[config.mk]
export PLATFORM = sky130hd
export DESIGN_NAME = tile_sequencer_flat
export DESIGN_NICKNAME = d
export VERILOG_FILES = /design/src/rtl/tile_sequencer_if.sv /design/src/rtl/tile_sequencer.sv /design/src/flat_wrapper.sv
export SDC_FILE = /design/constraint.sdc
export NUM_CORES = 1
export LEC_CHECK = 0
export BUFFER_PORTS_ARGS = -buffer_cell sky130_fd_sc_hd__buf_2
export CAP_MARGIN = 20
export CORE_ASPECT_RATIO = 0.8
export CORE_UTILIZATION = 40
export CTS_BUF_LIST = sky130_fd_sc_hd__clkbuf_2 sky130_fd_sc_hd__clkbuf_4 sky130_fd_sc_hd__clkbuf_8
export CTS_CLUSTER_DIAMETER = 200
export DETAILED_ROUTE_END_ITERATION = 10
export PLACE_DENSITY = 0.7
export REMOVE_ABC_BUFFERS = 1
export SLEW_MARGIN = 20
export SYNTH_ARGS = -nofsm -noshare
export SYNTH_HDL_FRONTEND = slang
export SYNTH_SLANG_ARGS = --single-unit
[constraint.sdc]
create_clock -name clk -period 2.71 [get_ports clk]
set_input_delay 0.542 -clock clk [delete_from_list [all_inputs] [get_ports clk]]
set_output_delay 0.542 -clock clk [all_outputs]
set_load 0.01 [all_outputs]
[src/rtl/tile_sequencer_if.sv]
// Handshake bundle between the host/datapath side and tile_sequencer.
// The sequencer connects through the slave modport; the environment uses master.
interface tile_sequencer_if #(
    parameter int TILE_CNT_W = 8
);
    logic                  start;
    logic [TILE_CNT_W-1:0] num_tiles;
    logic                  busy;
    logic                  done;
    logic                  load_weight_en;
    logic                  load_weight_done;
    logic                  load_data_exec_en;
    logic                  load_data_exec_done;
    logic                  adder_en;
    logic                  adder_done;
    logic                  write_output_en;
    logic                  write_output_done;
    logic                  is_last;
    logic [TILE_CNT_W-1:0] tile_idx;
    logic                  err_timeout;

    modport slave (
        input  start,
        input  num_tiles,
        input  load_weight_done,
        input  load_data_exec_done,
        input  adder_done,
        input  write_output_done,
        output busy,
        output done,
        output load_weight_en,
        output load_data_exec_en,
        output adder_en,
        output write_output_en,
        output is_last,
        output tile_idx,
        output err_timeout
    );

    modport master (
        output start,
        output num_tiles,
        output load_weight_done,
        output load_data_exec_done,
        output adder_done,
        output write_output_done,
        input  busy,
        input  done,
        input  load_weight_en,
        input  load_data_exec_en,
        input  adder_en,
        input  write_output_en,
        input  is_last,
        input  tile_idx,
        input  err_timeout
    );
endinterface

[src/rtl/tile_sequencer.sv]
// Job scheduler: one weight load, then num_tiles x (data-exec, adder, write).
// Optional per-phase watchdog with sticky error enabled by SEQ_TIMEOUT_EN.
module tile_sequencer #(
    parameter int TILE_CNT_W  = 8,
    parameter int TIMEOUT_CYC = 1024
) (
    input logic             clk,
    input logic             rst,
    tile_sequencer_if.slave bus
);

    typedef enum logic [3:0] {
        IDLE = 4'd0,
        LW_REQ,
        LW_WAIT,
        LD_REQ,
        LD_WAIT,
        ADD,
        WR_REQ,
        WR_WAIT,
        NEXT,
        DONE
`ifdef SEQ_TIMEOUT_EN
        ,
        ERR
`endif
    } state_t;

    if (TIMEOUT_CYC < 1) begin : g_bad_timeout
        $error("TIMEOUT_CYC must be at least 1");
    end

    state_t                state_q;
    state_t                state_d;
    state_t                state_nx;
    logic [TILE_CNT_W-1:0] tile_idx_q;
    logic [TILE_CNT_W-1:0] tile_idx_d;
    logic [TILE_CNT_W-1:0] count_q;
    logic [TILE_CNT_W-1:0] count_d;
    logic                  busy;
    logic                  last;
    logic                  idle_like;

    // ERR accepts a new job exactly like IDLE does
`ifdef SEQ_TIMEOUT_EN
    assign idle_like = (state_q == IDLE) || (state_q == ERR);
`else
    assign idle_like = (state_q == IDLE);
`endif

    assign busy = state_q inside {LW_REQ, LW_WAIT, LD_REQ, LD_WAIT,
                                  ADD, WR_REQ, WR_WAIT, NEXT};

    // count_q is never 0 while busy, so count_q-1 cannot underflow here
    assign last = busy && (tile_idx_q == count_q - TILE_CNT_W'(1));

    // Phase sequencing, tile index and latched count
    always_comb begin
        state_nx   = state_q;
        tile_idx_d = tile_idx_q;
        count_d    = count_q;
        if (idle_like) begin
            if (bus.start) begin
                tile_idx_d = '0;
                if (bus.num_tiles != '0) begin
                    count_d  = bus.num_tiles;
                    state_nx = LW_REQ;
                end else begin
                    state_nx = DONE;
                end
            end
        end else begin
            case (state_q)
                LW_REQ: begin
                    state_nx = bus.load_weight_done ? LD_REQ : LW_WAIT;
                end
                LW_WAIT: begin
                    if (bus.load_weight_done) begin
                        state_nx = LD_REQ;
                    end
                end
                LD_REQ: begin
                    state_nx = bus.load_data_exec_done ? ADD : LD_WAIT;
                end
                LD_WAIT: begin
                    if (bus.load_data_exec_done) begin
                        state_nx = ADD;
                    end
                end
                ADD: begin
                    if (bus.adder_done) begin
                        state_nx = WR_REQ;
                    end
                end
                WR_REQ: begin
                    state_nx = bus.write_output_done ? NEXT : WR_WAIT;
                end
                WR_WAIT: begin
                    if (bus.write_output_done) begin
                        state_nx = NEXT;
                    end
                end
                NEXT: begin
                    if (last) begin
                        tile_idx_d = '0;
                        state_nx   = DONE;
                    end else begin
                        tile_idx_d = tile_idx_q + TILE_CNT_W'(1);
                        state_nx   = LD_REQ;
                    end
                end
                DONE: begin
                    state_nx = IDLE;
                end
                default: begin
                    state_nx = IDLE;
                end
            endcase
        end
    end

`ifdef SEQ_TIMEOUT_EN
    localparam int WDOG_W = $clog2(TIMEOUT_CYC + 1);

    logic [WDOG_W-1:0] wdog_q;
    logic [WDOG_W-1:0] wdog_d;
    logic              waiting;

    assign waiting = state_q inside {LW_WAIT, LD_WAIT, ADD, WR_WAIT};

    // Watchdog: counts cycles spent in one wait phase, overrides to ERR
    always_comb begin
        state_d = state_nx;
        wdog_d  = '0;
        if (waiting && (state_nx == state_q)) begin
            if (wdog_q == WDOG_W'(TIMEOUT_CYC - 1)) begin
                state_d = ERR;
            end else begin
                wdog_d = wdog_q + WDOG_W'(1);
            end
        end
    end

    // Watchdog counter register
    always_ff @(posedge clk or posedge rst) begin
        if (rst) begin
            wdog_q <= '0;
        end else begin
            wdog_q <= wdog_d;
        end
    end

    assign bus.err_timeout = (state_q == ERR);
`else
    assign state_d         = state_nx;
    assign bus.err_timeout = 1'b0;
`endif

    // State, tile index and latched tile count
    always_ff @(posedge clk or posedge rst) begin
        if (rst) begin
            state_q    <= IDLE;
            tile_idx_q <= '0;
            count_q    <= '0;
        end else begin
            state_q    <= state_d;
            tile_idx_q <= tile_idx_d;
            count_q    <= count_d;
        end
    end

    assign bus.busy              = busy;
    assign bus.done              = (state_q == DONE);
    assign bus.load_weight_en    = (state_q == LW_REQ);
    assign bus.load_data_exec_en = (state_q == LD_REQ);
    assign bus.adder_en          = (state_q == ADD);
    assign bus.write_output_en   = (state_q == WR_REQ);
    assign bus.is_last           = last;
    assign bus.tile_idx          = tile_idx_q;

endmodule

[src/flat_wrapper.sv]
// flat-port wrapper written by rule: the top's interface ports become plain ports
module tile_sequencer_flat 
#(
    parameter int TILE_CNT_W  = 8,
    parameter int TIMEOUT_CYC = 1024
)
  (clk, rst, bus_start, bus_num_tiles, bus_load_weight_done, bus_load_data_exec_done, bus_adder_done, bus_write_output_done, bus_busy, bus_done, bus_load_weight_en, bus_load_data_exec_en, bus_adder_en, bus_write_output_en, bus_is_last, bus_tile_idx, bus_err_timeout);
  tile_sequencer_if #(.TILE_CNT_W(TILE_CNT_W)) bus_i ();
  input logic clk;
  input logic rst;
  input wire logic [$bits(bus_i.start)-1:0] bus_start;
  input wire logic [$bits(bus_i.num_tiles)-1:0] bus_num_tiles;
  input wire logic [$bits(bus_i.load_weight_done)-1:0] bus_load_weight_done;
  input wire logic [$bits(bus_i.load_data_exec_done)-1:0] bus_load_data_exec_done;
  input wire logic [$bits(bus_i.adder_done)-1:0] bus_adder_done;
  input wire logic [$bits(bus_i.write_output_done)-1:0] bus_write_output_done;
  output wire logic [$bits(bus_i.busy)-1:0] bus_busy;
  output wire logic [$bits(bus_i.done)-1:0] bus_done;
  output wire logic [$bits(bus_i.load_weight_en)-1:0] bus_load_weight_en;
  output wire logic [$bits(bus_i.load_data_exec_en)-1:0] bus_load_data_exec_en;
  output wire logic [$bits(bus_i.adder_en)-1:0] bus_adder_en;
  output wire logic [$bits(bus_i.write_output_en)-1:0] bus_write_output_en;
  output wire logic [$bits(bus_i.is_last)-1:0] bus_is_last;
  output wire logic [$bits(bus_i.tile_idx)-1:0] bus_tile_idx;
  output wire logic [$bits(bus_i.err_timeout)-1:0] bus_err_timeout;
  assign bus_i.start = bus_start;
  assign bus_i.num_tiles = bus_num_tiles;
  assign bus_i.load_weight_done = bus_load_weight_done;
  assign bus_i.load_data_exec_done = bus_load_data_exec_done;
  assign bus_i.adder_done = bus_adder_done;
  assign bus_i.write_output_done = bus_write_output_done;
  assign bus_busy = bus_i.busy;
  assign bus_done = bus_i.done;
  assign bus_load_weight_en = bus_i.load_weight_en;
  assign bus_load_data_exec_en = bus_i.load_data_exec_en;
  assign bus_adder_en = bus_i.adder_en;
  assign bus_write_output_en = bus_i.write_output_en;
  assign bus_is_last = bus_i.is_last;
  assign bus_tile_idx = bus_i.tile_idx;
  assign bus_err_timeout = bus_i.err_timeout;
  tile_sequencer #(.TILE_CNT_W(TILE_CNT_W), .TIMEOUT_CYC(TIMEOUT_CYC)) u_core (.clk(clk), .rst(rst), .bus(bus_i));
endmodule
# Word level (Yosys, flattened, before mapping)

Cells that the tools add are included.
W data, S select, Z words.

Flip-flop bits (word level): 20
Logic and storage cells: 44
Output and inout port bits: 16

Muxes and demuxes: 16
Reductions and logical operators: 8
Equality and inequality tests: 15
$add $sub $neg: 2

Operators with widths:

| cell                  | number |
|---|---|
| $mux W4               | 9 |
| $mux W8               | 4 |
| $pmux W4 S8           | 1 |
| $eq A4 B3 Y1 const B  | 4 |
| $reduce_bool A8 Y1    | 2 |
| $ne A3 B2 Y1 const B  | 4 |
| $add A8 B1 Y8 const B | 1 |
| $eq A4 B2 Y1 const B  | 2 |
| $eq A4 B4 Y1 const B  | 2 |
| $eq A8 B8 Y1          | 1 |
| $sub A8 B1 Y8 const B | 1 |
| $reduce_and A5 Y1     | 1 |
| $eq A4 B1 Y1 const B  | 1 |
| $logic_not A4 Y1      | 1 |
| $reduce_and A3 Y1     | 1 |
| $mux W1               | 2 |
| $ne A2 B2 Y1 const B  | 1 |
| $reduce_and A2 Y1     | 1 |
| $reduce_bool A2 Y1    | 1 |
| $logic_and A1 B1 Y1   | 1 |

# Logic depth before layout (Yosys ltp)

Gate-level depths: netlist of the first run.

Depth in word-level cells: 6
Mapped depth: 8
Depth with buffers taken out: 8

# Worst setup path before layout of the first run

Ideal clock, no wire load.

Path type: register -> output
Start point: register u_core.count_q[0]
End point: output port bus_is_last
Stages on the path, launching flop included: 8
Arrival: 1.597 ns
Slack: 0.571 ns
Required time: 2.168 ns
Path buffers: 0
Cell sequence: dfrtp_1 -> inv_1 -> ha_1 -> nor3b_2 -> xor2_1 -> nor2_1 -> o31ai_1 -> o2111a_1

Cells in the longest elaborated chain, start to end: 3

Ends and longest elaborated chain:

| element                | line                  | source |
|---|---|---|
| start, declared        | tile_sequencer.sv:38  | `logic [TILE_CNT_W-1:0] count_q;` |
| start signal, assigned | tile_sequencer.sv:168 | `count_q <= count_d;` |
| $sub A8 B1 Y8          | tile_sequencer.sv:55  | `assign last = busy && (tile_idx_q == count_q - TILE_CNT_W'(1));` |
| $eq A8 B8 Y1           | tile_sequencer.sv:55  |  |
| $logic_and A1 B1 Y1    | tile_sequencer.sv:55  |  |
| end, declared          | flat_wrapper.sv:23    | `output wire logic [$bits(bus_i.is_last)-1:0] bus_is_last;` |

No other way between the ends.

# Worst setup path after layout of the first run

Start point: register u_core.count_q[2]
End point: output port bus_is_last

Same word-level chain as after synthesis.

==> results of run 1 <==
[state kept, by name, summed over array words and instances, names as in the netlist]
register	flops
u_core.count_q	8
u_core.bus.tile_idx	8
u_core.state_q	4
[cell usage in the layout, fill, tap and decap left out, drive strengths merged, types with 4 or more instances in the layout]
| cell type | instances |
|---|---|
| a21oi | 4 |
| nand3 | 4 |
| clkbuf | 4 |
| buf | 31 |
| mux2 | 5 |
| nand2 | 26 |
| inv | 7 |
| xnor2 | 8 |
| nor3 | 6 |
| nor4 | 5 |
| dfrtp | 20 |
| nor2 | 11 |
| and2 | 4 |
| o21ai | 14 |
| o22ai | 4 |
[through the flow]
step / util (%) / hold WS (ns)
5_1_grt: 48.9 / 0.474
4_1_cts: 48.6 / 0.439
3_3_place_gp: 47.0 / 0.528
6_report: 48.9 / 0.406
2_1_floorplan: - / 0.480
3_5_place_dp: 47.0 / 0.528
[cell type report]
class | count | area [sq um]
inverters | 7 | 26.3
well taps | 42 | 52.6
flip-flops and latches | 20 | 500
fillers | 335 | 1760
multi-input cells | 131 | 891
clock buffers | 4 | 55.1
repair buffers | 31 | 160
[logic make-up (layout without fill, tap and decap cells)]
| logic type | after synthesis | in the layout | share of synthesized area, % |
|---|---|---|---|
| buf+inv | 16 | 42 | 4.59 |
| xor+xnor | 11 | 11 | 6.66 |
| fa+ha+maj | 2 | 2 | 1.73 |
| flops | 20 | 20 | 34.6 |
| simple gates | 75 | 75 | 30.3 |
| mux | 7 | 7 | 5.28 |
| other cells | 1 | 1 | 0.259 |
| compound gates | 35 | 35 | 16.6 |
[critical path, stage by stage, from the launching register on]
cell	delay, ns
dfrtp_1	0.47
or4_4	0.55
o221ai_1	0.19
nand2_1	0.15
o2111a_1	0.28
buf_2	0.14
[where the power goes]
group	total, uW	internal (uW)	switching, uW
combinational	1000	461	542
sequential	715	436	279
clock	231	130	102
total	1950	1030	924
[per-layer routing]
metal | vias up | global-route usage, %
met5 | - | 0
met4 | 0 | 6.12
met3 | 4 | 3.80
met2 | 42 | 25.2
met1 | 610 | 26.1
li1 | 646 | -
[final timing paths]
check	slack [ns]	from	endpoint
max reg2reg	0.67	u_core.count_q[0]$_DFFE_PP0P_	u_core.bus.tile_idx[7]$_DFFE_PP0P_
max	0.13	u_core.count_q[2]$_DFFE_PP0P_	bus_is_last
min reg2reg	0.54	u_core.count_q[7]$_DFFE_PP0P_	u_core.count_q[7]$_DFFE_PP0P_
min	0.41	rst	u_core.bus.tile_idx[4]$_DFFE_PP0P_
max in group asynchronous	1.82	rst	u_core.count_q[5]$_DFFE_PP0P_
min in group clk	0.50	bus_num_tiles[4]	u_core.count_q[4]$_DFFE_PP0P_
==> results.txt, run 1 <==
----------------------------------------------------
[Placement]
  Placed cell area ... about 1600 sq um
  Placed Instances ... about 230
  Buffers on Ports ... 29
  Worst slack, placed ... 0.363 ns
  HPWL after DPL ... 2.41 mm
  GP Congestion ... about 0.8

[Worst setup path]
  CP max FO ... 6
  Category of the most critical setup path ... flop to output pin
  Depth of the worst register-to-register path ... 8
  Startpoint type of the worst setup path ... flop
  Type of destination of the critical path ... output pin
  Worst path required time ... between 2 and 2.5 ns
  Arrival time worst endpoint ... between 2 and 2.5 ns

[Routing]
  Via count ... roughly 1,300
  Routed length on met3 ... 177 microns
  Number of optimization iterations in the first detailed-route pass ... 4
  1st-iter DRT viols ... 86
  Average routed wire per standard cell ... around 14 microns
  Highest routing layer actually used ... met4
  Detailed-routing wirelength on met1 ... about 1.6 mm
  Length of routed met2 wiring ... 1.43 mm
  Routed via count divided by cell count ... roughly 5.5
  Aggregate routed wire length ... roughly 3.2 mm
  Total DRC errors in the routed layout ... 0
  Count of nets left with antenna violations after detail routing ... 0

[Logic synthesis]
  Ranking of synthesized cells by area ... dfrtp_1 35%, nand2_1 6.7%, xnor2_1 4.8%
  Cell type contributing the most total cell area after synthesis ... dfrtp_1
  Number of flops mapped to enable cells by yosys ... 0
  Post-synthesis sequential area ratio ... ~35%
  Gate Count Post-Synth ... 167
  Top cells by count, synth ... 26 x nand2_1, 20 x dfrtp_1, 13 x o21ai_0
  Proportion of register bits with asynchronous set or reset after synthesis ... between 90% and 100%
  Commonest register cell after synthesis ... dfrtp_1
  Synth Area per Inst ... ~8.7 sq um
  Yosys top cell area share ... roughly a third
  Most frequent cell after synthesis ... nand2_1
  Number of storage elements in the synthesis netlist ... 20
  Cell area after technology mapping ... 1450 sq um
  Yosys warning total ... 0
  Count of cell types in the netlist ... 51

[Pwr]
  PD cells ... about 1200 nW/um^2
  Leakage power figure ... between 0.0007 and 0.0008 uW
  Highest ir drop seen on vdd ... around 500 uV
  Post-route total power ... roughly 2000 uW

[Clock network]
  CTS tree ... done
  Hold_buf cts ... 0
  Maximum root-to-sink buffer count ... 2
  Clock Tree Root ... clkbuf_8
  Clock buffer count from CTS ... 3
  Count of clock tree sinks ... 20
  Number of gates resized after cts ... 0
  Latest clock arrival within the worst-skew pair ... 0.27 ns
  Clock transition at the register clock pins on the worst setup and hold paths after CTS ... about 0.08 ns
  Setup Buffers After CTS ... 0
  Number of H-tree levels ... 1

[Finish]
  Non-filler instance count after layout ... between 200 and 250
  Layout overhead on the synthesized area ... 16.5%
  Fraction of layout instances using a drive strength above 1 ... between 20 and 30%
  Post-route cell area ... about 1700 sq um
  Final #Nets ... approximately 210
  Diode count ... 0

[Die]
  Die Outline Area ... slightly below 4000 sq um
  Starting density of the core ... a little over two fifths
  Core Footprint ... 3450 sq um
  X dimension of the die ... slightly below 70 microns
  Number of top-level pins ... 31
  Vert. Die Dim ... about 56 microns
  Row Count ... 19

[STA]
  Worst relative slew slack ... roughly half
  Setup violations, final ... 0
  Aggregate negative setup slack ... 0 ns
  Fraction of the cycle the final worst path needs ... 95.2%
  Maximum frequency from static timing analysis ... just under 0.4 GHz
  Final setup skew ... roughly 0.0066 ns
  Worst setup margin ... about 0.13 ns
  Worst-margin pin slew ... 0.773 ns
  Max-slew violation total from the final report ... 0
  Fin. Hold Viols ... 0
  Post-layout min period ... about 2.6 ns

[Worst hold path]
  Worst Hold Class ... input port to asynchronous set/reset pin

[Run]
  Max cap viols ... 0

[Global route]
  Overall fraction of global-route tracks in use ... approximately 18%
  Antenna violations before repair ... 0
  Wire length of the first global-routing pass ... 5.40 mm
  Maximum number of pins on one net before global-route repair ... 21
  Via count of the first global-routing pass ... roughly 1,100
  Congestion Overflow GR ... 0

[Run status]
  Result of the run ... completed

----------------------------------------------------
Note: power is estimated with default switching activity, not from simulation.
==> run 2: changes to the inputs <==
- clock period: 2.71 -> 3.1 ns (I/O delays scaled with it)
==> results.txt, run 2 (same netlist as run 1, synthesis figures left out) <==
----------------------------------------------------
[Routing]
  Length of routed met2 wiring ... 1.48 mm (was 1.43 mm)
  Number of optimization iterations in the first detailed-route pass ... 4 (unchanged)
  Average routed wire per standard cell ... 14.3 microns (was 13.7 microns)
  Routed length on met3 ... 181 microns (was 177 microns)
  Aggregate routed wire length ... 3.36 mm (was 3.21 mm)
  1st-iter DRT viols ... 126 (was 86)
  Routed via count divided by cell count ... 5.71 (was 5.54)
  Highest routing layer actually used ... met4 (unchanged)
  Detailed-routing wirelength on met1 ... 1.66 mm (was 1.56 mm)
  Total DRC errors in the routed layout ... 0 (unchanged)
  Via count ... 1,343 (was 1,302)
  Count of nets left with antenna violations after detail routing ... 0 (unchanged)

[Finish]
  Most common cell after layout, fill and taps aside ... buf_2 (unchanged)
  Diode count ... 0 (unchanged)
  Non-filler instance count after layout ... 235 (unchanged)
  Fraction of layout instances using a drive strength above 1 ... 24.9% (was 25.4%)
  Highest-count cells in the layout ignoring fill and taps ... 29 x buf_2, 26 x nand2_1, 20 x dfrtp_1 (unchanged)
  Layout overhead on the synthesized area ... 15.7% (was 16.5%)
  Final #Nets ... 211 (unchanged)

[Global route]
  Wire length of the first global-routing pass ... 5.62 mm (was 5.40 mm)
  Via count of the first global-routing pass ... 1,167 (was 1,114)
  Maximum number of pins on one net before global-route repair ... 21 (unchanged)
  Overall fraction of global-route tracks in use ... 18.0% (was 17.6%)
  Antenna violations before repair ... 0 (unchanged)
  Congestion Overflow GR ... 0 (unchanged)

[Worst setup path]
  Arrival time worst endpoint ... 2.15 ns (was 2.04 ns)
  Type of destination of the critical path ... output pin (unchanged)
  Internal reg-to-reg setup slack ... 0.98 ns (was 0.67 ns)
  Largest delay share family, worst path ... compound AO/OA/AOI/OAI gates (was simple AND/OR/NAND/NOR gates)
  Category of the most critical setup path ... flop to output pin (unchanged)
  Depth of the worst register-to-register path ... 8 (unchanged)
  Stage delay of the slowest cell on the critical path ... 0.44 ns (was 0.55 ns)
  Cell chain of the critical path ... inv_1 -> ha_1 -> nor3b_2 -> xor2_1 -> nor2_1 -> o31ai_1 -> o2111a_1 -> buf_2 (was or4_4 -> o221ai_1 -> nand2_1 -> o2111a_1 -> buf_2)
  Worst path bufs/invs ... 2 (was 1)
  Reg2reg start ... u_core.count_q[0]$_DFFE_PP0P_ (unchanged)
  CP max FO ... 5 (was 6)
  Worst path required time ... 2.48 ns (was 2.17 ns)
  Startpoint type of the worst setup path ... flop (unchanged)
  CP max-delay cell ... dfrtp_1 (was or4_4)
  Destination of the worst register-to-register timing path ... u_core.state_q[3]$_DFFE_PP0P_ (was u_core.bus.tile_idx[7]$_DFFE_PP0P_)

[Run]
  Max cap viols ... 0 (unchanged)

[STA]
  Fin. Hold Viols ... 0 (unchanged)
  Final setup skew ... 0.00896 ns (was 0.00663 ns)
  Post-layout min period ... around 2.8 ns
  Aggregate negative setup slack ... 0 ns (unchanged)
  Worst relative slew slack ... 47.4% (was 48.4%)
  Worst-margin pin slew ... 0.788 ns (was 0.773 ns)
  Setup violations, final ... 0 (unchanged)
  Max-slew violation total from the final report ... 0 (unchanged)
  RSZ-0062 raised after global routing ... false
  Fraction of the cycle the final worst path needs ... 89.4%
  Maximum frequency from static timing analysis ... about 0.36 GHz

[Clock network]
  Latest clock arrival within the worst-skew pair ... 0.26 ns (was 0.27 ns)
  Clock buffer count from CTS ... 3 (unchanged)
  Number of H-tree levels ... 1 (unchanged)
  Number of gates resized after cts ... 0 (unchanged)
  Maximum root-to-sink buffer count ... 2 (unchanged)
  Hold_buf cts ... 0 (unchanged)
  CTS tree ... done (unchanged)
  Clock transition at the register clock pins on the worst setup and hold paths after CTS ... 0.08 ns (about the same)
  Clock Tree Root ... clkbuf_8 (unchanged)
  Count of clock tree sinks ... 20 (unchanged)
  Setup Buffers After CTS ... 0 (unchanged)

[Pwr]
  Leakage power figure ... 0.000748 uW (was 0.000754 uW)
  Highest ir drop seen on vdd ... 470 uV (was 493 uV)
  Cell-internal power ... 887 uW (was 1030 uW)
  Share of power burned in the clock network ... 11.8% (was 11.9%)
  Reported net switching power ... 809 uW (was 924 uW)
  Portion of total power attributed to combinational logic ... 51.2% (was 51.5%)
  Sw frac ... 47.7% (was 47.4%)
  PD cells ... 1010 nW/um^2 (was 1160 nW/um^2)
  Part of the total power dissipated in sequential elements ... 37.0% (was 36.7%)

[Die]
  Core Footprint ... 3450 sq um (unchanged)
  Number of top-level pins ... 31 (unchanged)
  Die Outline Area ... 3860 sq um (unchanged)
  Row Count ... 19 (unchanged)
  Vert. Die Dim ... 55.8 microns (unchanged)
  Starting density of the core ... 42.0% (unchanged)
  X dimension of the die ... 69.2 microns (unchanged)

[Worst hold path]
  Worst Hold Class ... input port to asynchronous set/reset pin (unchanged)

[Placement]
  Placed Instances ... 231 (unchanged)
  GP Congestion ... 0.824 (was 0.820)
  HPWL after DPL ... 2.56 mm (was 2.41 mm)
  Buffers on Ports ... 29 (unchanged)

[Run status]
  Result of the run ... completed (unchanged)

----------------------------------------------------
==> run 2: cell counts in the layout (fill, tap and decap cells not counted) <==
Identical to the previous run, type by type.
==> run 2: cell type report <==
type	count	area (sq um)
sequential	20	500
fill	328	1770
inverter	7	26.3
tap	42	52.6
clock buffer	4	55.1
timing repair buffer	31	160
multi-input combinational	131	880
==> run 2: worst max-delay path by stage <==
stage	startpoint	endpoint	slack, ns	cells after the start
2_1_floorplan	u_core.state_q[1]$_DFFE_PP0P_	u_core.count_q[2]$_DFFE_PP0P_	0.78	3
3_3_place_gp	u_core.count_q[0]$_DFFE_PP0P_	bus_is_last	0.70	8
3_5_place_dp	u_core.count_q[0]$_DFFE_PP0P_	bus_is_last	0.64	8
4_1_cts	u_core.count_q[0]$_DFFE_PP0P_	bus_is_last	0.33	8
5_1_grt	u_core.count_q[0]$_DFFE_PP0P_	bus_is_last	0.11	8
6_report	u_core.count_q[0]$_DFFE_PP0P_	bus_is_last	0.33	8
==> run 2: per-stage QoR <==
step	worst slack [ns]	utilization (%)	hold slack, ns	instance area [sq um]	power, uW
after floorplan	0.778	-	0.480	1410	1230
after global placement	0.704	47.0	0.528	1620	1470
after detailed placement	0.637	47.0	0.529	1620	1490
after CTS	0.333	48.6	0.521	1670	1700
after global routing	0.113	48.6	0.559	1670	1830
final	0.330	48.6	0.495	1670	1700
==> run 2: power groups by stage <==
stage	logic [uW]	registers, uW	clock network (uW)
6_report	869	627	201
2_1_floorplan	645	585	0
3_3_place_gp	850	619	0
4_1_cts	872	621	205
5_1_grt	960	659	215
3_5_place_dp	866	623	0
==> run 2: layer usage <==
layer | track usage (%) | up-vias
met3 | 3.44 | 4
met5 | 0 | -
met2 | 27.3 | 41
met1 | 26.3 | 646
met4 | 4.37 | 0
li1 | - | 652
